## src/rtl/dmem_responder.sv

```systemverilog
// Data-memory responder: services EX/MEM loads/stores with a fixed latency and stalls the pipeline.
// Optional DMEM_STRICT_ALIGN_EN: misaligned addresses fault (no write, rdata cleared, err pulse).
module dmem_responder #(
  parameter int unsigned DEPTH_WORDS = 32,
  parameter int unsigned LATENCY     = 3
) (
  input  logic        clk,
  input  logic        rst,
  input  logic        mem_read,
  input  logic        mem_write,
  input  logic [31:0] addr,
  input  logic [31:0] wdata,
  output logic [31:0] rdata,
  output logic        stall,
  output logic        err
);

  localparam int unsigned IdxW = $clog2(DEPTH_WORDS);
  localparam int unsigned CntW = (LATENCY > 1) ? $clog2(LATENCY) : 1;

  localparam logic [1:0] StIdle   = 2'd0;
  localparam logic [1:0] StAccess = 2'd1;
  localparam logic [1:0] StDone   = 2'd2;

  logic [1:0]      state_q, state_d;
  logic [CntW-1:0] cnt_q;
  logic [IdxW-1:0] idx_q;
  logic [31:0]     wdata_q;
  logic            is_write_q;
  logic            fault_q;
  logic            misalign_q;
  logic [31:0]     rdata_q;
  logic [31:0]     mem_q [DEPTH_WORDS];

  logic req;
  logic misalign;
  logic do_op;
  logic unused_addr;

  assign req = mem_read | mem_write;

`ifdef DMEM_STRICT_ALIGN_EN
  assign misalign = (addr[1:0] != 2'b00);
`else
  assign misalign = 1'b0;
`endif

  // Upper address bits wrap; low bits only matter in the strict-alignment build.
  assign unused_addr = ^addr;

  assign do_op = (state_q == StAccess) && (cnt_q == '0);

  always_comb begin
    state_d = state_q;
    stall   = 1'b0;
    case (state_q)
      StIdle: begin
        stall = req;
        if (req) state_d = StAccess;
      end
      StAccess: begin
        stall = 1'b1;
        if (cnt_q == '0) state_d = StDone;
      end
      StDone:  state_d = StIdle;
      default: state_d = StIdle;
    endcase
  end

  always_ff @(posedge clk) begin
    if (rst) begin
      state_q <= StIdle;
      cnt_q   <= '0;
      rdata_q <= '0;
    end else begin
      state_q <= state_d;
      if (state_q == StIdle && req) begin
        idx_q      <= addr[2 +: IdxW];
        wdata_q    <= wdata;
        is_write_q <= mem_write;
        misalign_q <= misalign;
        fault_q    <= (mem_read & mem_write) | misalign;
        cnt_q      <= CntW'(LATENCY - 1);
      end else if (state_q == StAccess && cnt_q != '0) begin
        cnt_q <= cnt_q - CntW'(1);
      end
      if (do_op) begin
        if (misalign_q) begin
          rdata_q <= '0;
        end else if (!is_write_q) begin
          rdata_q <= mem_q[idx_q];
        end
      end
    end
  end

  // Array is never reset; a reset during ACCESS suppresses the pending write.
  always_ff @(posedge clk) begin
    if (!rst && do_op && is_write_q && !misalign_q) begin
      mem_q[idx_q] <= wdata_q;
    end
  end

  assign rdata = rdata_q;
  assign err   = (state_q == StDone) && fault_q;

endmodule

```

## config.mk

```make
export PLATFORM = sky130hd
export DESIGN_NAME = dmem_responder
export DESIGN_NICKNAME = d
export VERILOG_FILES = /design/src/rtl/dmem_responder.sv
export SDC_FILE = /design/constraint.sdc
export NUM_CORES = 1
export LEC_CHECK = 0
export CAP_MARGIN = 20
export CELL_PAD_IN_SITES_DETAIL_PLACEMENT = 1
export CELL_PAD_IN_SITES_GLOBAL_PLACEMENT = 1
export CORE_MARGIN = 4
export CORE_UTILIZATION = 33
export DETAILED_ROUTE_END_ITERATION = 6
export PLACE_DENSITY = 0.52
export SLEW_MARGIN = 20
export SYNTH_ARGS = -nofsm -noshare
export SYNTH_HDL_FRONTEND = slang
export SYNTH_SLANG_ARGS = --single-unit
```

## constraint.sdc

```tcl
create_clock -name clk -period 4.1 [get_ports clk]
set_clock_uncertainty 0.05 [all_clocks]
set_input_delay 0.82 -clock clk [delete_from_list [all_inputs] [get_ports clk]]
set_output_delay 0.82 -clock clk [all_outputs]
set_load 0.02 [all_outputs]
```

* Word-level counts from Yosys, hierarchy flattened
Memory sizes are Yosys's and may differ from the RTL's. A register that Yosys moved wholly into a read port is not among the register bits.
Cells that the tools add are included.
** Storage, ports and cells
- Bits in registers :: 43
- Memory bits (writable) :: 1024
- Input port bits :: 68
- Output and inout port bits :: 34
- Memories kept :: 1
** Operators by class
- $add $sub $neg :: 1
- Equality and inequality tests :: 4
- Mux-type cells :: 8
- Bitwise logic cells :: 4
- Reduce and logical (&&, ||, !) cells :: 15
** Memories
- mem_q :: words 32, bits a word 32, rd ports 1, clocked after memory_dff 1, write ports 1, line 33 : logic [31:0] mem_q [DEPTH_WORDS];
** Operators with widths (count)
- $mux 2 :: 4
- $logic_and 1x1->1 :: 6
- $reduce_and 2->1 :: 3
- $logic_not 2->1 :: 2
- $ne 2x2->1 const B :: 2
- $pmux 2 s2 :: 1
- $reduce_bool 2->1 :: 2
- $eq 2x1->1 const B :: 1
- $eq 2x2->1 const B :: 1
- $mux 1 :: 2
- $not 1->1 :: 2
- $pmux 1 s2 :: 1
- $reduce_or 2->1 :: 1
- $sub 2x1->2 const B :: 1
- $and 1x1->1 :: 1
- $logic_not 1->1 :: 1
- $or 1x1->1 :: 1

* Depth between registers and ports, before layout
Gate-level depths: netlist of run 1.
- Depth after elaboration :: 6
- Mapped depth :: 9
- Gate-level depth less buffers :: 7

* Least setup slack after synthesis of run 1
No wires, ideal clock.
- Path type :: input port to flip-flop
- From :: input rst
- To :: memory mem_q[30][0], enable pin
- Arrival time :: 3093 ps
- Data required time :: 3629 ps
- Setup slack :: 536 ps
- Stages :: 5
- Buffers on the path :: 1
- Cells stage by stage :: clkbuf_1 -> nor4bb_1 -> and2_1 -> nand3_1 -> nor2_1
** On the way
- Word-level cells in the longest chain between the ends :: 5
** RTL lines
- start: declaration :: line 8 : input logic rst,
- $logic_not 1->1 :: line 99 : if (!rst && do_op && is_write_q && !misalign_q) begin
- $logic_and 1x1->1 (2 in series) :: line 99
- $mux 1 :: line 99
- $mux 1 (not written as such) :: line 100 : mem_q[idx_q] <= wdata_q;
- end: declaration :: line 33
Every way passes these cells.

* Worst setup path in the final report of run 1
- From :: register idx_q[3]
- To :: memory mem_q[12][26], enable pin
** RTL lines
- start: declaration :: line 27 : logic [IdxW-1:0] idx_q;
- start signal: assignment :: line 78 : idx_q <= addr[2 +: IdxW];
Straight into the memory's write port.

==> run metrics, run 1 <==
run status finished, final reports clean; Initial Util 33.4%; critical path's slowest cell edfxtp_1; Reg-to-Reg Start idx_q[3]; CP endpoint kind flop; Area Growth Syn to Fin 17.2%; RSZ-0062 raised after global routing no; crit path to mem_q[12][26]; global placement routability congestion 0.751; Die Y-Extent 365 um; setup_tns 0 ns; row count 130; Final Worst Setup Slack 0.669 ns; CP Data Arrival Time 3.69 ns; die width 365 um; final WL 118 mm; critical path cell sequence buf_4 > nor2b_1 > nand2_1 > nor2_4 > buf_4; Reg clk slew, reported paths 0.06 ns; clk sink count 1099; crit path time final 3.43 ns; Synth Cell Area 42100 sq um; Crit path top cell by count buf_4; vias 21200; syn avg cell area 20.3 sq um; Internal 19.0 mW; Avg WL per Cell 29.3 um; Seq pwr share 52.3%; final setup fails 0; FILL cells 12000; Finished Cell Area 49300 sq um; CTS Buffer Depth 3; maximum vdd ir drop 0.431 mV; Clock power frac 42.9%; yosys warns 0; fin util 39.1%; Max Cap Viol 0; antenna cells 0; number of flops mapped to enable cells by yosys 1063; CP peak stage delay 1.10 ns; main flop type after synthesis edfxtp_1; IO buf count 74; Worst slew margin 21.6%; combinational power share 4.8%; Min-Delay Path Class in -> reg; 1st-iter DRT viols 1876; Req. time, crit path 4.36 ns; CP startpoint kind flop; Slew Viols, Final 0; largest net degree at the start of global routing 73; worst setup path class reg -> reg; R2R setup slack 0.67 ns; CTS buffer count 118; grt ovf 0; Seq/Total Area, Yosys 77.6%; first-pass GRT wire length 168 mm; clock root buffer clkbuf_16; H-Tree Depth 3; Post-CTS Setup Inserts 0; post-synthesis cell type count 71; vias in the first global route 22500; CTS tree built; hpwl dp 70.3 mm; Psw 5.19 mW; switch share 21.5%; DRC viols 0; Top Ports 102; routed vias/inst 5.25; R2R cell count 5; floorplan core area 126000 sq um; worst-skew pair later-pin latency 0.70 ns; TritonRoute pass-1 iters 7; GRT Overall Usage 17.8%; share of post-route cells with drive strength above 1 21.1%; power per cell area 490 nW/um^2; CP startpoint idx_q[3]; post-route ant nets 0; Lkg Pwr 15.8 nW; syn_nets 2145; Synth async-reset ratio 0%; cts repair resizes 0; Synth Register Bits 1099; full die area 133000 sq um; antenna violations before repair 5; # nets final 2359; critical path fanouts, max 22; fmax 291 MHz; Reg2Reg Capture Point mem_q[12][26]; Post-Synthesis Cells 2076; part of the cycle the worst path needs 83.7%; placed cell areas 45300 sq um; Place WS 0.693 ns; slew at the pin closest to its max-slew limit 1.18 ns; Hold Vio Cnt, Final 0; hold buffers post-CTS 0
Yosys cell counts, types with 16 or more instances:
cell type	n	area share [%]
buf_2	19	0.23
a221oi_1	16	0.33
o21ai_0	26	0.31
nor2_1	106	0.95
nand2_1	40	0.36
a311oi_1	28	0.58
nor4_1	20	0.30
o221ai_1	16	0.33
dfxtp_1	36	1.7
clkbuf_1	20	0.18
edfxtp_1	1063	76
buf_6	37	0.99
nand3_1	23	0.27
a21oi_1	19	0.23
o22ai_1	45	0.67
mux2i_1	231	5.5
mux4_2	134	7.2
a22oi_1	32	0.57
buf_4	24	0.43
stage by stage:
step,cells,total power [mW],hold slack (ns)
floorplan,2076,13.5,0.446
detailed placement,3807,14.0,0.451
global placement,3807,14.0,0.456
global route,4041,25.0,0.255
CTS,4028,24.4,0.238
finish,4041,24.1,0.303
per-layer routing:
metal | track usage [%] | vias to the layer above | wire length [um]
met5 | 0 | - | 0
met4 | 4.80 | 0 | 2660
met3 | 3.41 | 146 | 6670
met2 | 29.1 | 580 | 56900
met1 | 24.3 | 11500 | 52000
li1 | - | 9039 | -
logic make-up after synthesis:
logic type	synth area share, %
flip-flops	77.6
multiplexers	13.1
AND/OR/NAND/NOR	2.94
AO/OA/AOI/OAI	3.95
buffers and inverters	2.36
XOR/XNOR	0.0208
adder cells (fa/ha/maj)	0.0297
flip-flops by register name, indices dropped and copies added, names as in the netlist:
name / count
cnt_q: 2
fault_q: 1
idx_q: 5
is_write_q: 1
mem_q: 1024
rdata: 32
state_q: 2
wdata_q: 32
worst max-delay path, delay by kind of cell, from the launching register on:
kind / cells / cell delay (ns)
buf+inv: 2 / 0.83
flops: 1 / 1.10
simple gates: 3 / 0.99
worst min-delay path by stage:
stage                  to        from  depth (start not counted)
3_3_place_gp     rdata[9]    rdata[9]                          2
4_1_cts        state_q[1]         rst                          2
2_1_floorplan  state_q[1]  state_q[1]                          1
3_5_place_dp    rdata[27]   rdata[27]                          2
6_report       state_q[1]         rst                          2
5_1_grt        state_q[1]         rst                          2
area by class of cell:
class | instances | area [sq um] | share of cell area [%]
clock buffers | 167 | 3320 | 6.74
clock inverters | 54 | 462 | 0.937
inverters | 6 | 25.0 | 0.0508
multi-input cells | 859 | 8690 | 17.6
flip-flops and latches | 1099 | 32600 | 66.2
well taps | 1650 | 2060 | 4.19
repair buffers | 206 | 2090 | 4.24
placed cells by master (no fill, tap or decap), types with 26 or more instances in the layout:
cell type / instances
edfxtp_1: 1063
clkbuf_16: 122
a311oi_1: 28
dfxtp_1: 36
mux2i_1: 231
nor2_4: 34
nand2_1: 40
mux4_2: 134
o21ai_0: 26
o22ai_1: 45
clkdlybuf4s50_1: 73
clkbuf_1: 35
a22oi_1: 32
nor2_1: 72
buf_4: 99
power by group through the flow:
stage          Sequential [mW]  Clock, mW  Combinational (mW)
2_1_floorplan             12.8          0               0.717
3_3_place_gp              12.9          0                1.11
3_5_place_dp              12.9          0                1.12
4_1_cts                   12.7       10.6                1.12
5_1_grt                   12.6       11.1                1.25
6_report                  12.6       10.4                1.17
Note: power is estimated with default switching activity, not from simulation.
==> run 2, diff against run 1 <==
--- a/config.mk
+++ b/config.mk
@@ -11,7 +11,7 @@
 export CORE_MARGIN = 4
 export CORE_UTILIZATION = 33
 export DETAILED_ROUTE_END_ITERATION = 6
-export PLACE_DENSITY = 0.52
+export PLACE_DENSITY = 0.53
 export SLEW_MARGIN = 20
 export SYNTH_ARGS = -nofsm -noshare
 export SYNTH_HDL_FRONTEND = slang
==> constraint.sdc (replaced) <==
create_clock -name clk -period 2.95 [get_ports clk]
set_clock_uncertainty 0.05 [all_clocks]
set_input_delay 0.59 -clock clk [delete_from_list [all_inputs] [get_ports clk]]
set_output_delay 0.59 -clock clk [all_outputs]
set_load 0.02 [all_outputs]
==> run metrics, run 2 (synthesis gave the netlist of run 1 again) <==
Die Y-Extent 365 um; most common cell after layout, fill and taps aside edfxtp_1; met3 WL 5.13 mm; global placement routability congestion 0.762; full die area 133000 sq um; Req. time, crit path 3.43 ns; Worst slew margin 25.7%; # nets final 2395; Max Cap Viol 0; routed length on met1 51.0 mm; GRT Overall Usage 17.7%; hpwl dp 70.9 mm; critical path cell sequence nand2b_1 > nor2_1 > buf_4 > a221oi_1 > a311oi_1; DRC viols 0; Avg WL per Cell 28.8 um; CP startpoint kind flop; clk sink count 1099; IO buf count 74; Post-CTS Setup Inserts 0; row count 130; clock root buffer clkbuf_16; critical path fanouts, max 11; CP endpoint kind flop; maximum vdd ir drop 0.460 mV; part of the cycle the worst path needs 91.7%; grt ovf 0; Top Ports 102; critical path's slowest cell nand2b_1; Area Growth Syn to Fin 19.8%; Top Layer Used met4; CTS Buffer Depth 3; share of post-route cells with drive strength above 1 22.8%; hold buffers post-CTS 0; antenna violations before repair 4; RSZ-0062 raised after global routing no; Slew Viols, Final 0; H-Tree Depth 3; final WL 117 mm; worst hold margin 0.0523 ns; worst-skew pair later-pin latency 0.70 ns; power per cell area 679 nW/um^2; Hold Vio Cnt, Final 0; commonest cells after routing, fill and taps aside 1063 x edfxtp_1, 231 x mux2i_1, 134 x mux4_2; fmax 370 MHz; met2 WL 58.4 mm; largest net degree at the start of global routing 57; final setup fails 0; Initial Util 33.4%; worst setup path class reg -> reg; CTS buffer count 118; post-route ant nets 0; crit path time final 2.71 ns; Min-Delay Path Class in -> reg; CTS tree built; Largest register FFs 1024; TritonRoute pass-1 iters 5; die width 365 um; Reg clk slew, reported paths 0.06 ns; Reg with most FFs mem_q; vias 21300; floorplan core area 126000 sq um; vias in the first global route 23000; CP Data Arrival Time 3.19 ns; run status finished, final reports clean; first-pass GRT wire length 169 mm; setup_tns 0 ns; CP peak stage delay 0.81 ns; slew at the pin closest to its max-slew limit 1.12 ns; routed vias/inst 5.21; 1st-iter DRT viols 1725; Lkg Pwr 16.2 nW; cts repair resizes 0
-- run 2: through the flow --
stage / instances / cell area (sq um) / total power [mW] / worst slack (ns) / util, %
after floorplan: 2076 / 42100 / 18.8 / -0.384 / -
after global placement: 3836 / 46100 / 19.5 / 0.234 / 36.5
after detailed placement: 3836 / 46100 / 19.6 / 0.244 / 36.5
after CTS: 4061 / 50000 / 34.6 / 0.238 / 39.7
after global routing: 4081 / 50400 / 35.4 / 0.151 / 40.0
final: 4082 / 50400 / 34.2 / 0.245 / 40.0
-- run 2: power by group --
part / switching [mW] / internal (mW) / leakage, nW
sequential: 0.226 / 17.3 / 9.86
combinational: 1.04 / 0.743 / 4.38
clock: 6.06 / 8.87 / 1.96
total: 7.32 / 26.9 / 16.2
-- run 2: cell type report --
cell class | count | area (sq um)
antenna | 1 | 2.50
clock buffer | 169 | 3440
clock inverter | 56 | 531
fill | 11900 | 75700
inverter | 6 | 25.0
multi-input combinational | 859 | 8690
sequential | 1099 | 32600
tap | 1650 | 2060
timing repair buffer | 242 | 2980
-- run 2: critical path, delay by kind of cell (launching register included) --
kind	cells	cell delay, ns
and+or+nand+nor	2	0.89
DFF	1	0.66
AOI/OAI and AO/OA	2	0.65
buffers and inverters	1	0.25
-- run 2: path summary, 6_finish.rpt --
kind                  from    endpoint  slack [ns]  cells past startpoint
hold reg to reg   rdata[4]    rdata[4]        0.47                      2
setup reg to reg  idx_q[2]    rdata[2]        0.24                      5
hold / removal         rst  state_q[1]        0.05                      2
setup / recovery  idx_q[2]    rdata[2]        0.24                      5
-- run 2: routing by layer --
metal,GRT usage (%),vias up
met5,0,-
met4,4.81,0
met3,2.37,142
met2,30.0,518
met1,23.9,11500
li1,-,9130
